## src/rtl/gg_rdmb_sched.sv

```systemverilog
// Read-side macroblock DMA scheduler: one 24-beat AXI4 read burst per macroblock, bounded outstanding.
// Optional beat-count checking is enabled by defining GG_RDMB_SCHED_ERR_EN.
module gg_rdmb_sched #(
  parameter int unsigned ADDR_W  = 32,
  parameter int unsigned MBD_W   = 8,
  parameter int unsigned MAX_OUT = 4
) (
  input  logic              clk,
  input  logic              reset,
  input  logic [ADDR_W-1:0] cfg_base,
  input  logic [MBD_W-1:0]  cfg_mb_w,
  input  logic [MBD_W-1:0]  cfg_mb_h,
  input  logic              start,
  output logic              busy,
  output logic              done,
  output logic [ADDR_W-1:0] ar_addr,
  output logic [7:0]        ar_len,
  output logic [2:0]        ar_size,
  output logic [1:0]        ar_burst,
  output logic              ar_valid,
  input  logic              ar_ready,
  input  logic              r_valid,
  input  logic              r_ready,
  input  logic              r_last,
  output logic              err
);

  localparam int unsigned TotW = 2 * MBD_W;
  localparam logic [3:0] MaxOut = 4'(MAX_OUT);
  localparam logic [ADDR_W-1:0] Pitch = ADDR_W'(512);

  typedef enum logic [1:0] {StIdle, StIssue, StDrain, StDone} state_e;

  state_e            state_q, state_d;
  logic [TotW-1:0]   total_q, total_d;
  logic [TotW-1:0]   issued_q, issued_d;
  logic [ADDR_W-1:0] addr_q, addr_d;
  logic [3:0]        out_q, out_d;
  logic              ar_valid_q, ar_valid_d;
  logic              done_q, done_d;
  logic              busy_q, busy_d;
  logic              ar_hs;
  logic              r_dec;
  logic              unused_base;

  // The low nine base bits are forced to zero, so they never reach the datapath.
  assign unused_base = ^cfg_base[8:0];

  assign ar_hs = ar_valid_q & ar_ready;
  assign r_dec = r_valid & r_ready & r_last & (out_q != 4'd0);

  always_comb begin
    state_d  = state_q;
    total_d  = total_q;
    issued_d = issued_q;
    addr_d   = addr_q;
    out_d    = out_q;

    if (ar_hs && !r_dec) begin
      out_d = out_q + 4'd1;
    end else if (!ar_hs && r_dec) begin
      out_d = out_q - 4'd1;
    end

    unique case (state_q)
      StIdle: begin
        if (start) begin
          total_d  = TotW'(cfg_mb_w) * TotW'(cfg_mb_h);
          issued_d = '0;
          addr_d   = {cfg_base[ADDR_W-1:9], 9'b0};
          state_d  = (total_d == '0) ? StDone : StIssue;
        end
      end
      StIssue: begin
        if (ar_hs) begin
          addr_d   = addr_q + Pitch;
          issued_d = issued_q + TotW'(1);
          if (issued_d == total_q) begin
            state_d = StDrain;
          end
        end
      end
      StDrain: begin
        if (out_d == 4'd0) begin
          state_d = StDone;
        end
      end
      StDone: begin
        state_d = StIdle;
      end
      default: state_d = StIdle;
    endcase

    // A pending request is held until accepted; new requests need credit and remaining work.
    ar_valid_d = (ar_valid_q && !ar_ready) ||
                 ((state_d == StIssue) && (issued_d < total_d) && (out_d < MaxOut));
    done_d     = (state_q == StDone);
    busy_d     = (state_d != StIdle);
  end

  always_ff @(posedge clk) begin
    if (reset) begin
      state_q    <= StIdle;
      total_q    <= '0;
      issued_q   <= '0;
      addr_q     <= '0;
      out_q      <= 4'd0;
      ar_valid_q <= 1'b0;
      done_q     <= 1'b0;
      busy_q     <= 1'b0;
    end else begin
      state_q    <= state_d;
      total_q    <= total_d;
      issued_q   <= issued_d;
      addr_q     <= addr_d;
      out_q      <= out_d;
      ar_valid_q <= ar_valid_d;
      done_q     <= done_d;
      busy_q     <= busy_d;
    end
  end

  assign busy     = busy_q;
  assign done     = done_q;
  assign ar_addr  = addr_q;
  assign ar_valid = ar_valid_q;
  assign ar_len   = 8'd23;
  assign ar_size  = 3'b100;
  assign ar_burst = 2'b01;

`ifdef GG_RDMB_SCHED_ERR_EN
  logic       armed_q;
  logic [4:0] beat_q;
  logic       err_q;

  // Beats are only judged once a frame has been started after reset, so stale data is ignored.
  always_ff @(posedge clk) begin
    if (reset) begin
      armed_q <= 1'b0;
      beat_q  <= 5'd0;
      err_q   <= 1'b0;
    end else begin
      if ((state_q == StIdle) && start) begin
        armed_q <= 1'b1;
      end
      if (armed_q && r_valid && r_ready) begin
        if (r_last) begin
          if ((beat_q != 5'd23) || (out_q == 4'd0)) begin
            err_q <= 1'b1;
          end
          beat_q <= 5'd0;
        end else begin
          if (beat_q == 5'd23) begin
            err_q <= 1'b1;
          end
          if (beat_q != 5'd31) begin
            beat_q <= beat_q + 5'd1;
          end
        end
      end
    end
  end

  assign err = err_q;
`else
  assign err = 1'b0;
`endif

endmodule

```

## config.mk

```make
export PLATFORM = sky130hd
export DESIGN_NAME = gg_rdmb_sched
export DESIGN_NICKNAME = d
export VERILOG_FILES = /design/src/rtl/gg_rdmb_sched.sv
export SDC_FILE = /design/constraint.sdc
export NUM_CORES = 1
export LEC_CHECK = 0
export CAP_MARGIN = 20
export CORE_MARGIN = 1
export CORE_UTILIZATION = 60
export CTS_CLUSTER_SIZE = 8
export DETAILED_ROUTE_END_ITERATION = 10
export MAX_ROUTING_LAYER = met4
export PLACE_DENSITY = 0.88
export REMOVE_ABC_BUFFERS = 1
export SYNTH_ARGS = -nofsm -noshare
export SYNTH_HDL_FRONTEND = slang
export SYNTH_SLANG_ARGS = --single-unit
```

## constraint.sdc

```tcl
create_clock -name clk -period 10.7 [get_ports clk]
set_clock_uncertainty 0.15 [all_clocks]
set_input_delay 1.605 -clock clk [delete_from_list [all_inputs] [get_ports clk]]
set_output_delay 1.605 -clock clk [all_outputs]
set_load 0.01 [all_outputs]
```

* After elaboration in Yosys (flattened, before gate mapping)
Index checks and enable logic that the tools add are counted.
** Storage, ports and cells
- Register bits after elaboration :: 73
** Operators by class
- $add $sub $neg :: 4
- Reduce and logical (&&, ||, !) cells :: 16
- Magnitude comparators :: 2
- Equality and inequality tests :: 7
- Bitwise logic cells :: 4
- Multiply operators :: 1
- Muxes and demuxes :: 16
** Operators by type and width (number)
- $mux W16 :: 4
- $mux W32 :: 2
- $pmux W32 S2 :: 1
- $add A32 B10 Y32 const B :: 1
- $pmux W16 S2 :: 1
- $add A16 B1 Y16 const B :: 1
- $eq A16 B16 Y1 :: 1
- $logic_not A16 Y1 :: 1
- $lt A16 B16 Y1 :: 1
- $mul A8 B8 Y16 :: 1
- $mux W2 :: 5
- $mux W4 :: 2
- $pmux W2 S4 :: 1
- $logic_and A1 B1 Y1 :: 5
- $add A4 B1 Y4 const B :: 1
- $and A1 B1 Y1 :: 4
- $eq A2 B1 Y1 const B :: 2
- $eq A2 B2 Y1 const B :: 2
- $logic_not A4 Y1 :: 1
- $lt A4 B3 Y1 const B :: 1
- $ne A2 B2 Y1 const B :: 2
- $reduce_bool A2 Y1 :: 2
- $reduce_bool A4 Y1 :: 1
- $sub A4 B1 Y4 const B :: 1
- other kinds (4) :: 6

* Logic depth before layout (Yosys ltp)
Gate-level depths: netlist of run 1.
- Depth in word-level cells :: 13
- Depth in mapped cells :: 23
- Mapped depth without buffers :: 23

* Worst setup path after synthesis of run 1
Ideal clock, no wire load.
- Kind :: input -> register
- Start point :: input cfg_mb_w[1]
- End point :: register ar_valid_q, in the netlist ar_valid
- Data arrival time :: 6.381 ns
- Data required time :: 10.490 ns
- Setup slack :: 4.109 ns
- Stages :: 19
- Path buffers :: 0
- Library setup time :: 0.060 ns
- Path through :: and2_1 fa_1 fa_1 fa_1 inv_1 fa_1 inv_1 ha_1 a21oi_1 nand2_1 a221oi_1 o21bai_1 a21oi_1 xnor2_1 o21a_1 ha_1 or3_2 a211oi_1 a32o_1
** On the way
- Cells in the longest elaborated chain, start to end :: 9
** RTL lines
- start, declared :: RTL line 11 : input logic [MBD_W-1:0] cfg_mb_w,
- $mul A8 B8 Y16 (*) :: RTL line 68 : total_d = TotW'(cfg_mb_w) * TotW'(cfg_mb_h);
- parallel branches: the longest is 5 deep, another holds $lt A16 B16 Y1
- $logic_and A1 B1 Y1 (*) (2 in series) :: RTL line 96 : ((state_d == StIssue) && (issued_d < total_d) && (out_d < MaxOut));
- $logic_or A1 B1 Y1 (*) :: RTL line 95 : ar_valid_d = (ar_valid_q && !ar_ready) ||
- end signal, assigned :: RTL line 117 : ar_valid_q <= ar_valid_d;
- end, declared :: RTL line 39 : logic ar_valid_q, ar_valid_d;
Every way passes the cells marked *.
A chain may end at the register's enable or synchronous reset.

* Worst setup path after layout of run 1
- Start point :: input cfg_mb_w[0]
- End point :: register ar_valid_q, in the netlist ar_valid
The elaborated chain is that of the path after synthesis.

==> impl_metrics.ini, run 1 <==
[drt]
wl_per_cell_um = 15.6
ant_nets = 0
initialDrtViolationCount = 502
drc_errors = 0
viasPerCell = 5.92
drt-pass1-iter-count = 5
drt-total-wl_um = 15400
vias = 5840

[placement]
routabilityCongestion = 0.911
dp_cells = 970
place.port_buffers = 71
dp_hpwl_um = 11500
pre_cts_ws_ps = 2850

[sta]
worst_pin_slew_ps = 892
setup_violations = 0
slew_headroom_pct = 40.6
timing.final.ws_setup_ps = 3220
post-route-period-util_pct = 69.9
fmax_ghz = 0.134
period_minus_slack_ps = 7480
totalNegativeSetupSlack_ps = 0
rsz0062_at_grt = false
hold_viol = 0
report.final.slew_viol_count = 0

[synth]
synth-xor-area-share_pct = 4.94
yosysTopAreaCell = dfxtp_1
netlist_area_mm2 = 0.00639
synth_top_family_by_area = simple AND/OR/NAND/NOR gates
yosys.area_share.simple_pct = 25.1
postSynthAreaPerCell_um2 = 8.02
synth_top_area_share_pct = 20.1
synth-edff-count = 0
muxShareOfSynthArea_pct = 2.08
synth_compound_area_share_pct = 16.7
synthAdderAreaFrac_pct = 22.1
ys.flop_type = dfxtp_1
synth_cells = 796
yosysUniqueCellTypes = 67
synthTopCellsByCount = nand2_1, nor2_1, dfxtp_1
yosys_warnings = 0
synth_most_common_cell = nand2_1
synth_seq_cells = 64
synthArstFlopShare_pct = 0
synthTopCellsByArea = dfxtp_1, fa_1, ha_1
seq_area_frac_synth_pct = 20.1

[layout]
final_cells = 987
ff_latch_area_mm2 = 0.00128
num-nets-final = 992
syn_to_final_growth_pct = 13.8
fillCellCount = 800
utilization_pct = 70.4
multi_input_area_mm2 = 0.00461
diodes = 0
drive_gt1_share_pct = 4.35

[setup_path]
crit_type = input port to flop
arrival_ps = 7620
crit_required_ps = 10840
worstReg2RegStart = ar_valid
worstPathMaxFanout = 9
crit_path_start_kind = input port
cp-end-kind = flop
cp-startpoint = cfg_mb_w[0]

[global_routing]
grt-ovfl-total = 0
grt_pass1_wl_um = 25700
grt_max_degree = 65
grt_antenna_before_repair = 0
grt_pass1_vias = 5692
grt_usage_pct = 29.3

[clocking]
clkLatencyLatePin_ps = 350
cts_buffer_depth = 2
clkSlewWorstSetupHoldPaths_ps = 70
cts_resized = 0
clock_sinks = 64
htree_levels = 3
cts_root_buffer = clkbuf_8
hold_buffers = 0
post_cts_buffers = 0
cts_tree = yes
cts-buffers-inserted = 9

[worst_hold_path]
min-delay-start = state_q[1]
hold_class = flop to flop

[status]
status = complete, no violations

[pwr]
powerDensity_mw_per_mm2 = 155
irDropWorstVdd_v = 0.0000831
p_leak_nw = 3.08
p_total_mw = 1.13

[floorplan]
pin_count = 104
die_h_um = 105
initial_utilization_pct = 61.9
core_area_mm2 = 0.0103
rows = 37
die_w_um = 105
die-area_mm2 = 0.0111

[flow_run]
cap_violations = 0
==> path summary, 6_finish.rpt <==
| path | end | slack (ps) | cells after the start |
|---|---|---|---|
| worst max-delay path | ar_valid | 3220 | 21 |
| worst min-delay path | done | 350 | 2 |
| worst max register to register | ar_valid | 6810 | 11 |
| worst min register to register | done | 350 | 2 |
==> worst max-delay path: stages <==
cell and delay (ps):
clkdlybuf4s50_1 650, nand2_1 140, fa_1 540, fa_1 560, inv_1 60, fa_1 530, inv_1 50, fa_1 530
inv_1 40, ha_1 370, nand3_1 110, nand2_1 80, a221oi_1 440, o21bai_1 130, a21oi_1 190, xnor2_1 150
o21a_1 220, ha_1 180, or3_2 490, a211oi_1 350, a32o_1 210
==> layer usage <==
metal | vias up | global-route usage [%] | part of all wire [%]
li1 | 2812 | - | -
met1 | 2782 | 36.2 | 43
met2 | 216 | 49.5 | 50
met3 | 30 | 4.12 | 5.4
met4 | 0 | 9.15 | 1.8
met5 | - | - | 0
==> placed cells by master, fill, tap and decap left out, types with 12 or more instances in the layout <==
cell type / count
clkdlybuf4s50_1: 70
inv_1: 54
a211oi_1: 12
nor2_1: 68
conb_1: 23
dfxtp_1: 64
nor2b_1: 18
ha_1: 55
a21oi_1: 53
xor2_1: 14
nand2_1: 69
xnor2_1: 22
and2_1: 63
nand3_1: 26
o21ai_0: 48
fa_1: 36
==> metrics by stage <==
stage / instance area, um^2 / hold WS [ps]
detailed placement: 7000 / 342
global route: 7270 / 395
finish: 7270 / 353
CTS: 7240 / 354
floorplan: 6090 / 306
global placement: 7000 / 333
==> kinds of logic after synthesis <==
logic type      after synthesis
compound gates              171
xor+xnor                     36
fa+ha+maj                    91
buf+inv                     112
flops                        64
mux                          13
other cells                   2
simple gates                307
==> flip-flops by register name, indices dropped and copies added (netlist names) <==
| signal | cells |
|---|---|
| ar_addr | 23 |
| issued_q | 16 |
| total_q | 16 |
| out_q | 4 |
| state_q | 2 |
| ar_valid | 1 |
| busy | 1 |
| done | 1 |
==> where the power goes <==
part	internal (mW)	switching, mW	total (mW)
clock network	0.146	0.0996	0.246
registers	0.267	0.0303	0.297
logic	0.251	0.332	0.583
total	0.665	0.462	1.13
==> final cells by class <==
| cell class | count | share of cell area, % |
|---|---|---|
| repair buffers | 76 | 10.5 |
| clock buffers | 11 | 2.08 |
| multi-input cells | 641 | 63.5 |
| flip-flops and latches | 64 | 17.6 |
| inverters | 54 | 2.79 |
| clock inverters | 5 | 1.19 |
| well taps | 136 | 2.34 |
Note: power is estimated with default switching activity, not from simulation.
==> inputs of run 2 (changes only) <==
--- a/config.mk
+++ b/config.mk
@@ -7,11 +7,11 @@
 export LEC_CHECK = 0
 export CAP_MARGIN = 20
 export CORE_MARGIN = 1
-export CORE_UTILIZATION = 60
+export CORE_UTILIZATION = 50
 export CTS_CLUSTER_SIZE = 8
 export DETAILED_ROUTE_END_ITERATION = 10
 export MAX_ROUTING_LAYER = met4
-export PLACE_DENSITY = 0.88
+export PLACE_DENSITY = 0.78
 export REMOVE_ABC_BUFFERS = 1
 export SYNTH_ARGS = -nofsm -noshare
 export SYNTH_HDL_FRONTEND = slang
==> constraint.sdc (replaced) <==
create_clock -name clk -period 6.85 [get_ports clk]
set_clock_uncertainty 0.15 [all_clocks]
set_input_delay 1.0275 -clock clk [delete_from_list [all_inputs] [get_ports clk]]
set_output_delay 1.0275 -clock clk [all_outputs]
set_load 0.01 [all_outputs]
==> run 2 against run 1 <==
Wire length fell by 5.3%. First-iteration DRC count rose by 2.8%. Via count fell by 1.8%. Critical path depth rose by 2. Die area rose by 20%.
==> impl_metrics.ini, run 2 (same netlist as run 1, synthesis figures left out) <==
[sta]
report.final.slew_viol_count = 0
slew_headroom_pct = 41.7
setup_violations = 0
rsz0062_at_grt = false
hold_viol = 0
fmax_ghz = 0.152
totalNegativeSetupSlack_ps = 0
period_minus_slack_ps = 6600
post-route-period-util_pct = 96.3
worst_pin_slew_ps = 875

[setup_path]
cp_num_buf_inv = 4
crit_path_frequent_cell = fa_1
worstPathMaxFanout = 8
path_delay_family = adder cells
crit_path_top_delay_cell = clkdlybuf4s50_1
crit_path_start_kind = input port
crit_type = input port to flop
arrival_ps = 6720
cp-end-kind = flop
max_stage_delay_ps = 560
path_cells = clkdlybuf4s50_1 > and2_1 > fa_1 > fa_1 > fa_1 > inv_1 > fa_1 > inv_1 > ha_1 > a21oi_1 > nand2_1 > buf_4 > o21ai_1 > nor3b_1 > a2111o_1 > o21ai_0 > ha_1 > a21oi_1 > o21ai_0 > nand3_1 > a31oi_1 > a211oi_1 > a32o_1
crit_required_ps = 6970

[flow_run]
cap_violations = 0

[floorplan]
die_w_um = 115
core_area_mm2 = 0.0122
die-area_mm2 = 0.0132
pin_count = 104
rows = 40
die_h_um = 115
initial_utilization_pct = 52.3

[global_routing]
grt_usage_pct = 24.1
grt_antenna_before_repair = 0
grt_max_degree = 65
grt_pass1_wl_um = 25100
grt_pass1_vias = 5397
grt-ovfl-total = 0

[drt]
drc_errors = 0
drt-pass1-iter-count = 6
wl_per_cell_um = 14.1
initialDrtViolationCount = 516
viasPerCell = 5.52
drt-total-wl_um = 14600
vias = 5734
ant_nets = 0

[clocking]
clock_sinks = 64
cts_root_buffer = clkbuf_16
clkSlewWorstSetupHoldPaths_ps = 50
cts-buffers-inserted = 9
hold_buffers = 0
cts_tree = yes
clkLatencyLatePin_ps = 330
htree_levels = 3
cts_buffer_depth = 2

[pwr]
p_total_mw = 1.94
irDropWorstVdd_v = 0.000148
powerDensity_mw_per_mm2 = 257
p_leak_nw = 3.22

[placement]
dp_hpwl_um = 11000
routabilityCongestion = 0.893
placed_area_mm2 = 0.00720
place.port_buffers = 71

[layout]
final_common_cell = clkdlybuf4s50_1
largest_reg_flops = 23
num-nets-final = 1012
final_cell_mix = clkdlybuf4s50_1, nand2_1, nor2_1
final_area_mm2 = 0.00754
diodes = 0
syn_to_final_growth_pct = 18.1
drive_gt1_share_pct = 6.32

[status]
status = complete, no violations

[worst_hold_path]
hold_class = flop to flop
==> run 2: changes by cell type in the layout (fill, tap and decap cells not counted) <==
| cell | before | now |
|---|---|---|
| o21ai_1 | 1 | 2 |
| clkbuf_8 | 11 | 1 |
| clkbuf_16 | 0 | 9 |
| buf_4 | 4 | 25 |
| buf_16 | 1 | 0 |
| a221oi_2 | 0 | 1 |
| o21ai_0 | 48 | 47 |
| a221oi_1 | 1 | 0 |
| bufinv_16 | 2 | 3 |
| clkinv_4 | 1 | 0 |
| clkbuf_1 | 0 | 2 |
| inv_6 | 2 | 0 |
==> run 2: area by class of cell <==
cell class	count	area (um^2)
tap	168	210
inverter	54	203
sequential	64	1280
clock inverter	3	90.1
clock buffer	12	246
timing repair buffer	96	893
fill	1081	4670
multi-input combinational	641	4620
==> run 2: what timing repair did <==
item | CTS | global route
buffers inserted | 0 | 0
setup endpoints to repair | 0 | 1
gates resized for setup | 0 | 2
==> run 2: worst reg2reg max path: cells and delay by family, from the launching register on <==
kind	cells	cell delay, ps
simple gates	4	1350
compound gates	5	1260
flops	1	350
fa+ha+maj	1	330
buf+inv	1	210
==> run 2: routing by layer <==
layer	up-vias	global-route usage, %	share of wire, %
met5	-	-	0
met4	0	5.63	1.1
met3	14	3.74	3.8
met2	147	40.2	49
met1	2716	30.7	46
li1	2857	-	-
==> run 2: power breakdown <==
group	total (mW)	internal (mW)	switching (mW)	leakage [nW]
clock	0.528	0.364	0.164	0.163
combinational	0.946	0.431	0.515	2.53
sequential	0.466	0.418	0.0479	0.523
==> run 2: final timing paths <==
path / from / slack [ps] / cells after the start / to
hold / removal: total_q[0] / 340 / 2 / total_q[0]
hold reg to reg: total_q[0] / 340 / 2 / total_q[0]
setup / recovery: cfg_mb_h[4] / 250 / 23 / ar_valid
setup reg to reg: state_q[1] / 3080 / 11 / ar_valid
==> run 2: metrics by stage <==
| step | hold slack [ps] | std cells | util, % | setup WS, ps |
|---|---|---|---|---|
| after global routing | 366 | 1038 | 61.8 | 62.3 |
| after floorplan | 306 | 759 | - | 836 |
| after detailed placement | 329 | 1023 | 58.9 | -135 |
| after global placement | 328 | 1023 | 58.9 | -12.7 |
| final | 342 | 1038 | 61.8 | 252 |
| after CTS | 336 | 1038 | 61.7 | 209 |
==> inputs of run 3 (changes only) <==
--- a/config.mk
+++ b/config.mk
@@ -7,12 +7,13 @@
 export LEC_CHECK = 0
 export CAP_MARGIN = 20
 export CORE_MARGIN = 1
-export CORE_UTILIZATION = 50
+export CORE_UTILIZATION = 40
 export CTS_CLUSTER_SIZE = 8
 export DETAILED_ROUTE_END_ITERATION = 10
 export MAX_ROUTING_LAYER = met4
-export PLACE_DENSITY = 0.78
+export PLACE_DENSITY = 0.65
 export REMOVE_ABC_BUFFERS = 1
+export SLEW_MARGIN = 20
 export SYNTH_ARGS = -nofsm -noshare
 export SYNTH_HDL_FRONTEND = slang
 export SYNTH_SLANG_ARGS = --single-unit
==> run 3 against run 2 <==
Final cell count is 5.5% higher. Sequential power hardly changed. Flip-flop and latch count stayed put. Hold slack better by 2.6 ps. Wire length is 0.36% higher. Non-clock buffer count is 13 higher. Total power is 0.35% lower. Largest cell class unchanged. Highest routed layer unchanged.
==> impl_metrics.ini, run 3 (same netlist as run 1, synthesis figures left out) <==
[status]
status = complete, no violations

[floorplan]
initial_utilization_pct = 41.6
rows = 45
die_w_um = 128
die_h_um = 128
pin_count = 104
core_area_mm2 = 0.0154
die-area_mm2 = 0.0165

[global_routing]
grt-ovfl-total = 0
grt_max_degree = 65
grt_pass1_vias = 5238
grt_pass1_wl_um = 24800
grt_antenna_before_repair = 0
grt_usage_pct = 19.0

[layout]
diodes = 0
drive_gt1_share_pct = 8.03
syn_to_final_growth_pct = 20.2
final_common_cell = clkdlybuf4s50_1
num-nets-final = 1025
final_cells = 1095
final_cell_mix = clkdlybuf4s50_1, nand2_1, nor2_1
utilization_pct = 49.9
largest_reg_flops = 23

[setup_path]
path_cells = clkdlybuf4s50_1 > and2_1 > fa_1 > fa_1 > fa_1 > inv_1 > fa_1 > inv_1 > ha_1 > a21oi_1 > nand2_1 > a221oi_2 > o21bai_1 > a21oi_1 > xnor2_1 > o21a_1 > ha_1 > or3_2 > a211oi_1 > a32o_1
max_stage_delay_ps = 540
arrival_ps = 6600
cp-end-kind = flop
ff2ff_path_depth = 14
cp_num_buf_inv = 3
crit_required_ps = 6980
crit_path_top_delay_cell = clkdlybuf4s50_1
cp.depth = 20
crit_type = input port to flop
crit_path_start_kind = input port
worstPathMaxFanout = 7
crit_path_frequent_cell = fa_1
path_delay_family = adder cells

[placement]
place.port_buffers = 71
pre_cts_ws_ps = -80.7
dp_hpwl_um = 11300
routabilityCongestion = 0.825
dp_cells = 1079

[drt]
wl_per_cell_um = 13.4
vias = 5695
drc_errors = 0
drt-total-wl_um = 14600
viasPerCell = 5.20
drt-pass1-iter-count = 5
ant_nets = 0
initialDrtViolationCount = 229

[clocking]
cts_buffer_depth = 2
clock_sinks = 64
clkSlewWorstSetupHoldPaths_ps = 60
clkLatencyLatePin_ps = 330
hold_buffers = 0
cts_tree = yes
cts-buffers-inserted = 9
htree_levels = 3
cts_root_buffer = clkbuf_16

[pwr]
powerDensity_mw_per_mm2 = 252
p_leak_nw = 3.27
irDropWorstVdd_v = 0.000120

[sta]
timing.final.ws_setup_ps = 379
worst_pin_slew_ps = 814
hold_slack_ps = 345
rsz0062_at_grt = false
fmax_ghz = 0.155
hold_viol = 0
period_minus_slack_ps = 6470
setup_violations = 0
post-route-period-util_pct = 94.5
slew_headroom_pct = 45.6
report.final.slew_viol_count = 0

[worst_hold_path]
min_delay_path_depth = 2
hold_class = flop to flop

[flow_run]
cap_violations = 0
[run 3: changes by cell type in the layout (fill, tap and decap cells not counted)]
cell,delta
clkinv_2,+1
clkinv_4,+1
clkbuf_8,-1
clkinvlp_4,+3
buf_4,+13
clkbuf_1,-2
bufinv_16,-1
[run 3: area by class of cell]
class / instances / area [um^2]
sequential: 64 / 1280
tap: 211 / 264
inverter: 54 / 203
clock buffer: 9 / 225
clock inverter: 7 / 96.3
multi-input combinational: 641 / 4620
fill: 1508 / 7690
timing repair buffer: 109 / 991
[run 3: final timing paths]
check         startpoint          to  slack, ps
min reg2reg   total_q[0]  total_q[0]        340
max          cfg_mb_h[3]    ar_valid        380
max reg2reg   state_q[1]    ar_valid       2760
min           total_q[0]  total_q[0]        340
[run 3: timing repair]
item                                    4_1_cts  5_1_grt
endpoints found under the setup margin        0        1
setup buffers                                 0        0
gates resized for setup                       0        2
[run 3: routing by layer]
metal  GRT usage (%)  share of wire, %
met1            24.4                48
met2            31.5                48
met3            3.28               3.8
met4            3.32              0.79
met5               -                 0
[run 3: worst reg2reg max path, stage by stage, from the launching register on]
cell and delay [ps]:
dfxtp_1 420, nand2b_1 130, buf_4 360, nor2_1 100, buf_4 190, nor2_1 620
buf_4 360, o21ai_0 130, o41ai_1 130, ha_1 220, nand3_1 90, o41ai_1 540
buf_4 210, a211oi_1 70, a32o_1 260
[run 3: through the flow]
stage	area, um^2	power, mW	setup TNS [ps]
after global routing	7680	2.10	0
after CTS	7670	1.94	0
after detailed placement	7350	1.44	-80.7
final	7680	1.93	0
after floorplan	6090	1.12	0
after global placement	7350	1.43	-9.28
[run 3: where the power goes]
group	switching, mW	internal, mW	total, mW
registers	0.0469	0.418	0.465
logic	0.515	0.456	0.970
clock network	0.179	0.318	0.498
total	0.741	1.19	1.93
